`config.mk`:
```
export PLATFORM = sky130hd
export DESIGN_NAME = id_ex_pipe
export DESIGN_NICKNAME = d
export VERILOG_FILES = /design/src/rtl/id_ex_pipe.sv
export SDC_FILE = /design/constraint.sdc
export NUM_CORES = 1
export LEC_CHECK = 0
export CAP_MARGIN = 10
export CELL_PAD_IN_SITES_DETAIL_PLACEMENT = 1
export CELL_PAD_IN_SITES_GLOBAL_PLACEMENT = 2
export CORE_ASPECT_RATIO = 0.9
export CORE_MARGIN = 5
export CORE_UTILIZATION = 19
export CTS_CLUSTER_DIAMETER = 200
export DETAILED_ROUTE_END_ITERATION = 10
export GPL_TIMING_DRIVEN = 0
export PLACE_DENSITY_LB_ADDON = 0.08
export REMOVE_ABC_BUFFERS = 1
export SYNTH_ARGS = -nofsm -noshare
export SYNTH_HDL_FRONTEND = slang
export SYNTH_SLANG_ARGS = --single-unit
```
`constraint.sdc`:
```
create_clock -name clk -period 1.7 [get_ports clk]
set_input_delay 0.34 -clock clk [delete_from_list [all_inputs] [get_ports clk]]
set_output_delay 0.34 -clock clk [all_outputs]
set_load 0.02 [all_outputs]
```
`src/rtl/id_ex_pipe.sv`:
```
// ID->EX pipeline register with valid/ready handshake, NOP bubbles and a bubble counter.
// Define ID_EX_SKID_EN for a two-entry skid buffer with a registered id_ready.
module id_ex_pipe #(
    parameter int DATA_W   = 32,
    parameter int ALUOP_W  = 8,
    parameter int ALUSEL_W = 3,
    parameter int ADDR_W   = 5,
    parameter int CNT_W    = 16
) (
    input  logic                clk,
    input  logic                rst,
    input  logic                flush,
    input  logic                id_valid,
    output logic                id_ready,
    input  logic [ALUOP_W-1:0]  id_aluop,
    input  logic [ALUSEL_W-1:0] id_alusel,
    input  logic [DATA_W-1:0]   id_reg1,
    input  logic [DATA_W-1:0]   id_reg2,
    input  logic [ADDR_W-1:0]   id_wd,
    input  logic                id_wreg,
    input  logic [DATA_W-1:0]   id_link_addr,
    input  logic                id_in_dslot,
    input  logic                next_in_dslot_i,
    output logic                ex_valid,
    input  logic                ex_ready,
    output logic [ALUOP_W-1:0]  ex_aluop,
    output logic [ALUSEL_W-1:0] ex_alusel,
    output logic [DATA_W-1:0]   ex_reg1,
    output logic [DATA_W-1:0]   ex_reg2,
    output logic [ADDR_W-1:0]   ex_wd,
    output logic                ex_wreg,
    output logic [DATA_W-1:0]   ex_link_addr,
    output logic                ex_in_dslot,
    output logic                in_dslot_o,
    output logic [CNT_W-1:0]    bubble_cnt
);

    typedef struct packed {
        logic [ALUOP_W-1:0]  aluop;
        logic [ALUSEL_W-1:0] alusel;
        logic [DATA_W-1:0]   reg1;
        logic [DATA_W-1:0]   reg2;
        logic [ADDR_W-1:0]   wd;
        logic                wreg;
        logic [DATA_W-1:0]   link_addr;
        logic                in_dslot;
    } pl_t;

    localparam logic [1:0] EMPTY = 2'd0;
    localparam logic [1:0] FULL  = 2'd1;
`ifdef ID_EX_SKID_EN
    localparam logic [1:0] SKID  = 2'd2;
`endif

    logic [1:0]       state_q, state_d;
    pl_t              main_q, main_d;
    pl_t              id_pl;
    logic             dslot_q, dslot_d;
    logic [CNT_W-1:0] cnt_q, cnt_d;
    logic             accept, consume;
`ifdef ID_EX_SKID_EN
    pl_t              skid_q, skid_d;
`endif

    always_comb begin
        id_pl           = '0;
        id_pl.aluop     = id_aluop;
        id_pl.alusel    = id_alusel;
        id_pl.reg1      = id_reg1;
        id_pl.reg2      = id_reg2;
        id_pl.wd        = id_wd;
        id_pl.wreg      = id_wreg;
        id_pl.link_addr = id_link_addr;
        id_pl.in_dslot  = id_in_dslot;
    end

    assign ex_valid = (state_q != EMPTY);

    // Ready is masked during reset so nothing is accepted into a clearing stage.
`ifdef ID_EX_SKID_EN
    assign id_ready = !rst && (state_q != SKID);
`else
    assign id_ready = !rst && (!ex_valid || ex_ready);
`endif

    assign accept  = id_valid && id_ready;
    assign consume = ex_valid && ex_ready;

    always_comb begin
        state_d = state_q;
        main_d  = main_q;
`ifdef ID_EX_SKID_EN
        skid_d  = skid_q;
`endif
        case (state_q)
            EMPTY: begin
                if (accept) begin
                    main_d  = id_pl;
                    state_d = FULL;
                end
            end
            FULL: begin
                if (consume && accept) begin
                    main_d = id_pl;
                end else if (consume) begin
                    main_d  = '0;
                    state_d = EMPTY;
`ifdef ID_EX_SKID_EN
                end else if (accept) begin
                    skid_d  = id_pl;
                    state_d = SKID;
`endif
                end
            end
`ifdef ID_EX_SKID_EN
            SKID: begin
                if (consume) begin
                    main_d  = skid_q;
                    skid_d  = '0;
                    state_d = FULL;
                end
            end
`endif
            default: begin
                main_d  = '0;
                state_d = EMPTY;
            end
        endcase
        if (flush) begin
            main_d  = '0;
            state_d = EMPTY;
`ifdef ID_EX_SKID_EN
            skid_d  = '0;
`endif
        end
    end

    always_comb begin
        dslot_d = dslot_q;
        if (flush) begin
            dslot_d = 1'b0;
        end else if (accept) begin
            dslot_d = next_in_dslot_i;
        end
    end

    // Saturating count of bubble cycles; flush leaves it alone.
    always_comb begin
        cnt_d = cnt_q;
        if (!ex_valid && (cnt_q != {CNT_W{1'b1}})) begin
            cnt_d = cnt_q + CNT_W'(1);
        end
    end

    always_ff @(posedge clk) begin
        if (rst) begin
            state_q <= EMPTY;
            main_q  <= '0;
            dslot_q <= 1'b0;
            cnt_q   <= '0;
`ifdef ID_EX_SKID_EN
            skid_q  <= '0;
`endif
        end else begin
            state_q <= state_d;
            main_q  <= main_d;
            dslot_q <= dslot_d;
            cnt_q   <= cnt_d;
`ifdef ID_EX_SKID_EN
            skid_q  <= skid_d;
`endif
        end
    end

    assign ex_aluop     = main_q.aluop;
    assign ex_alusel    = main_q.alusel;
    assign ex_reg1      = main_q.reg1;
    assign ex_reg2      = main_q.reg2;
    assign ex_wd        = main_q.wd;
    assign ex_wreg      = main_q.wreg;
    assign ex_link_addr = main_q.link_addr;
    assign ex_in_dslot  = main_q.in_dslot;
    assign in_dslot_o   = dslot_q;
    assign bubble_cnt   = cnt_q;

endmodule
```
# Word-level counts from Yosys, hierarchy flattened
# Index checks and enable logic that the tools add are counted.
[totals]
reg_bits = 133
input_bits = 120
[op_classes]
n_addsub = 1
eq_ne = 6
mux = 8
n_reduce_logical = 13
[ops]
columns = ["op", "count"]
rows = [
  ["114-bit two-way mux", 3],
  ["114-bit one-hot mux with 2 select lines", 1],
  ["16-bit by 1-bit adder with 16-bit output (second input constant)", 1],
  ["16-bit != test (second input constant)", 1],
  ["2-bit two-way mux", 3],
  ["2-bit != test (second input constant)", 3],
  ["1-bit logical AND", 5],
  ["2-bit one-hot mux with 2 select lines", 1],
  ["3-bit != test (second input constant)", 1],
  ["3-bit AND reduction", 1],
  ["2-bit by 1-bit equality test with 1-bit output (second input constant)", 1],
  ["1-bit logical NOT", 2],
  ["2-bit logical NOT", 1],
  ["2-bit AND reduction", 1],
  ["2-bit nonzero test", 1],
  ["2-bit OR reduction", 1],
  ["1-bit logical OR", 1],
]

# Depth between registers and ports, before layout
[logic_depth]
ltp_word = 8
ltp_mapped = 8

# Worst setup path before layout
# Ideal clock, no wire load.
[synth_path]
kind = "register to register"
start = "register cnt_q[0] (netlist: bubble_cnt[0])"
end = "register cnt_q[6] (netlist: bubble_cnt[6])"
setup_time_ps = 121
arrival_ps = 1696
path_slack_ps = -118
stages_incl_launch_ff = 7
n_path_buf = 1
period_less_slack_ps = 1818
path_cell_list = "dfxtp_1 ha_1 nand4_1 nor4_1 buf_4 nor4_2 mux2_4"
[synth_via]
elab_chain_len = 2
elab_cells_between_ends = 3
[synth_lines]
columns = ["item", "line_no", "source"]
rows = [
  ["from (decl)", "59", "logic [CNT_W-1:0] cnt_q, cnt_d;"],
  ["from (signal assigned)", "168", "cnt_q <= cnt_d;"],
  ["branches (longest 2 deep; another with 16-bit by 1-bit adder with 16-bit output)", "n/a", ""],
]
# Parallel ways; which one is timed is not known.
# A chain may end at the register's enable or synchronous reset.

# Final worst setup path
[layout_path]
start = "register cnt_q[4] (netlist: bubble_cnt[4])"
end = "register cnt_q[13] (netlist: bubble_cnt[13])"
# The elaborated chain is that of the path after synthesis.

==> reports/metrics.yaml <==
grt:
  antenna_found_initial: 0
  grt_max_degree: 78
  grtUsageTotal: 0.1355
  overflow: 0
  grt_first_pass_wirelength_mm: 30.15
  grt_pass1_vias: 5271
status:
  status: "complete, no violations"
die:
  fp-row-count: 54
  dieArea_mm2: 0.02784
  die_y_um: 158.8
  design.core.area_mm2: 0.02426
  initial_utilization: 0.1927
  io_pins: 253
  die_w_um: 175.3
power_and_ir_drop:
  vdd_drop_max_uv: 528.4
  switching_share: 0.2370
  p_seq_frac: 0.400
  power_frac_clock: 0.485
  p_leak_uw: 0.003569
  p_int_uw: 6089
  p_per_area_mw_per_mm2: 957.3
  comb_power_share: 0.115
  p_sw_uw: 1891
cells_and_area:
  fill_cells: 2745
  multi_input_area_mm2: 0.001903
  regArea_mm2: 0.002674
  finalCoreUtilization: 0.3437
  num-nets-final: 866
  drive_above_1_share: 0.1217
  syn2layout_area_growth_pct: 78.37
  antenna_cells: 0
  design_area_mm2: 0.008335
sta:
  finalMaxSlewViolations: 0
  rsz0062_at_grt: "true"
  setup_tns_ns: 0
  worst_slew_pin_slew_ns: 0.5369
  finClkSkew_ns: 0.009674
  holdWs_ns: 0.4782
  post-route-period-util: 0.9854
  max_freq_ghz: 0.5970
  post-route-min-period_ns: 1.675
  setup-violations-final: 0
  hold_viol: 0
  max_slew_margin: 0.6420
clock_tree:
  clock_sinks: 132
  root_buffer: "clkbuf_16"
  clk_path_buf_depth: 2
  clk_pin_slew_ns: 0.06
  htreeDepth: 4
  clock_latency_ns: 0.41
  cts_tree: "done"
  cts_made_buffers: 17
synthesis:
  synthArstFlopShare: 0
  synth_largest_area_cell: "dfxtp_1"
  synthFlopType: "dfxtp_1"
  synth_top_area_share: 0.5655
  ys_seq_area_frac: 0.5655
  netlist_instances: 490
  avgSynthCellArea_um2: 9.537
  synth_warnings: 0
  synth_cell_type_count: 40
  synth_area_mm2: 0.004673
  yosys_register_bits: 132
  netlist_top_cells_area: "dfxtp_1 57%, a22oi_1 18%, nor2_1 9.8%"
  synth-edff-count: 0
min_path:
  holdCritPathClass: "flop to flop"
  hp-start: "bubble_cnt[4]$_SDFFE_PP0P_"
  hold-path-endpoint: "bubble_cnt[4]$_SDFFE_PP0P_"
  hold_path_depth: 1
drt:
  drc: 0
  met3_length_mm: 1.920
  postRouteAntennaNets: 0
  wl_per_cell_um: 18.36
  met2_wirelength_mm: 9.384
  met1_length_mm: 8.046
  top_layer: "met4"
  drtIter0Drc: 180
  firstDrtPassIters: 6
  via_per_inst: 4.481
  routed_wl_mm: 19.53
  vias: 4768
placed_design:
  gp_congestion: 0.7118
  hpwl_mm: 13.56
  portBuffers: 252
  dpl_cell_area_mm2: 0.007631
critical_path:
  cp-start-kind: "flop"
  reg2reg_slack_ns: 0.02
  crit_required_ns: 1.98
  r2r_start: "bubble_cnt[4]$_SDFFE_PP0P_"
  cp_max_fo: 6
  worstSetupEndpointType: "flop"
  r2r-end: "bubble_cnt[13]$_SDFFE_PP0P_"
  cp_data_arrival_time_ns: 1.95
  reg2reg_depth: 4
  path_class: "flop to flop"
run:
  max-cap-violations: 0
==> worst max-delay path, cell delays in order (launching register included) <==
cell      delay (ns)
dfxtp_4         0.37
nand4_1         0.16
or4_4           0.61
o311ai_1        0.29
o41ai_1         0.12
==> flip-flops by register name (all words and copies together), names as in the netlist, 3 cells and up <==
| signal | count |
|---|---|
| ex_link_addr | 32 |
| ex_reg1 | 32 |
| ex_reg2 | 32 |
| bubble_cnt | 16 |
| ex_aluop | 8 |
| ex_wd | 5 |
| ex_alusel | 3 |
==> layout make-up <==
type	instances	share of cell area
clock inverters	13	0.02222
multi-input cells	310	0.2283
repair buffers	279	0.3292
inverters	5	0.002252
well taps	308	0.04623
flip-flops and latches	132	0.3208
clock buffers	17	0.05104
==> cell families after synthesis <==
kind of cell | after synthesis | share of synthesized area
buffers and inverters | 49 | 0.04444
adder cells (fa/ha/maj) | 1 | 0.002677
AO/OA/AOI/OAI | 141 | 0.2217
multiplexers | 3 | 0.007496
flip-flops | 132 | 0.5655
AND/OR/NAND/NOR | 164 | 0.1582
==> what timing repair did <==
| action | CTS | global route |
|---|---|---|
| endpoints found under the setup margin | 261 | 89 |
| gates resized for setup | 163 | 8 |
| setup buffers | 6 | 8 |
| pin swaps | 3 | 7 |
| gates cloned | 2 | 1 |
| hold buffers | 0 | 0 |
==> metal layers <==
layer / global-route usage / vias to the layer above
li1: - / 2280
met4: 0.03249 / 0
met3: 0.07014 / 13
met1: 0.1489 / 2322
met2: 0.2323 / 153
met5: 0 / -
==> stage by stage <==
step                worst slack, ns  total power [µW]  instances
floorplan                    -2.882              3603        446
CTS                        -0.01071              8156       1055
detailed placement           -1.165              4201       1017
global route               -0.02656              8362       1064
global placement             -6.383              4129       1006
finish                      0.02488              7980       1064
==> layout by cell type, fill, tap and decap left out, types with 2 or more instances in the layout <==
cell,synthesis,routed
buf_12,0,5
o21ai_0,6,6
buf_4,1,13
or4_1,3,3
dfxtp_2,0,7
nor3_1,4,3
nor4bb_1,2,2
dlygate4sd2_1,0,132
nor2_1,122,122
or2_2,2,2
nand2_1,6,6
mux2i_1,2,2
clkdlybuf4s50_1,0,118
or3_1,2,2
clkbuf_16,0,17
nand4_1,4,4
o31ai_1,3,3
a21oi_1,8,8
clkinv_2,0,3
dfxtp_4,0,6
a22oi_1,114,113
buf_8,0,3
nand3_1,6,6
clkinvlp_4,0,2
bufinv_16,0,4
buf_16,0,4
clkinv_4,0,3
dfxtp_1,132,119
inv_1,5,5
buf_2,16,2
o41ai_1,3,3
o311ai_0,3,2
==> worst max path at each step <==
stage	depth (start not counted)	startpoint	to	slack [ns]
final	4	bubble_cnt[4]$_SDFFE_PP0P_	bubble_cnt[13]$_SDFFE_PP0P_	0.02
after global placement	4	rst	ex_reg1[30]$_SDFFE_PP0P_	-6.38
after floorplan	4	state_q[0]$_SDFFE_PP0P_	ex_aluop[0]$_SDFFE_PP0P_	-2.88
after global routing	4	bubble_cnt[4]$_SDFFE_PP0P_	bubble_cnt[11]$_SDFFE_PP0P_	-0.03
after CTS	3	state_q[0]$_SDFFE_PP0P_	id_ready	-0.01
after detailed placement	6	rst	ex_link_addr[23]$_SDFFE_PP0P_	-1.16
==> cells in the mapped netlist, drive strengths merged, types with 3 or more instances <==
cell type and number:
o31ai 3, nand2 6, buf 18, or4 4, inv 5, nor3 5
a21oi 8, nand4 5, dfxtp 132, o311ai 3, nor2 122, a22oi 114
o41ai 3, nand3 7, clkbuf 26, o21ai 6
==> power by group through the flow <==
stage / combinational (µW) / sequential (µW) / clock (µW)
final: 916 / 3200 / 3870
after floorplan: 255 / 3350 / 0
after detailed placement: 929 / 3270 / 0
after global routing: 989 / 3200 / 4170
after global placement: 860 / 3270 / 0
after CTS: 918 / 3200 / 4030
No activity file was read; power rests on OpenSTA's default activity.
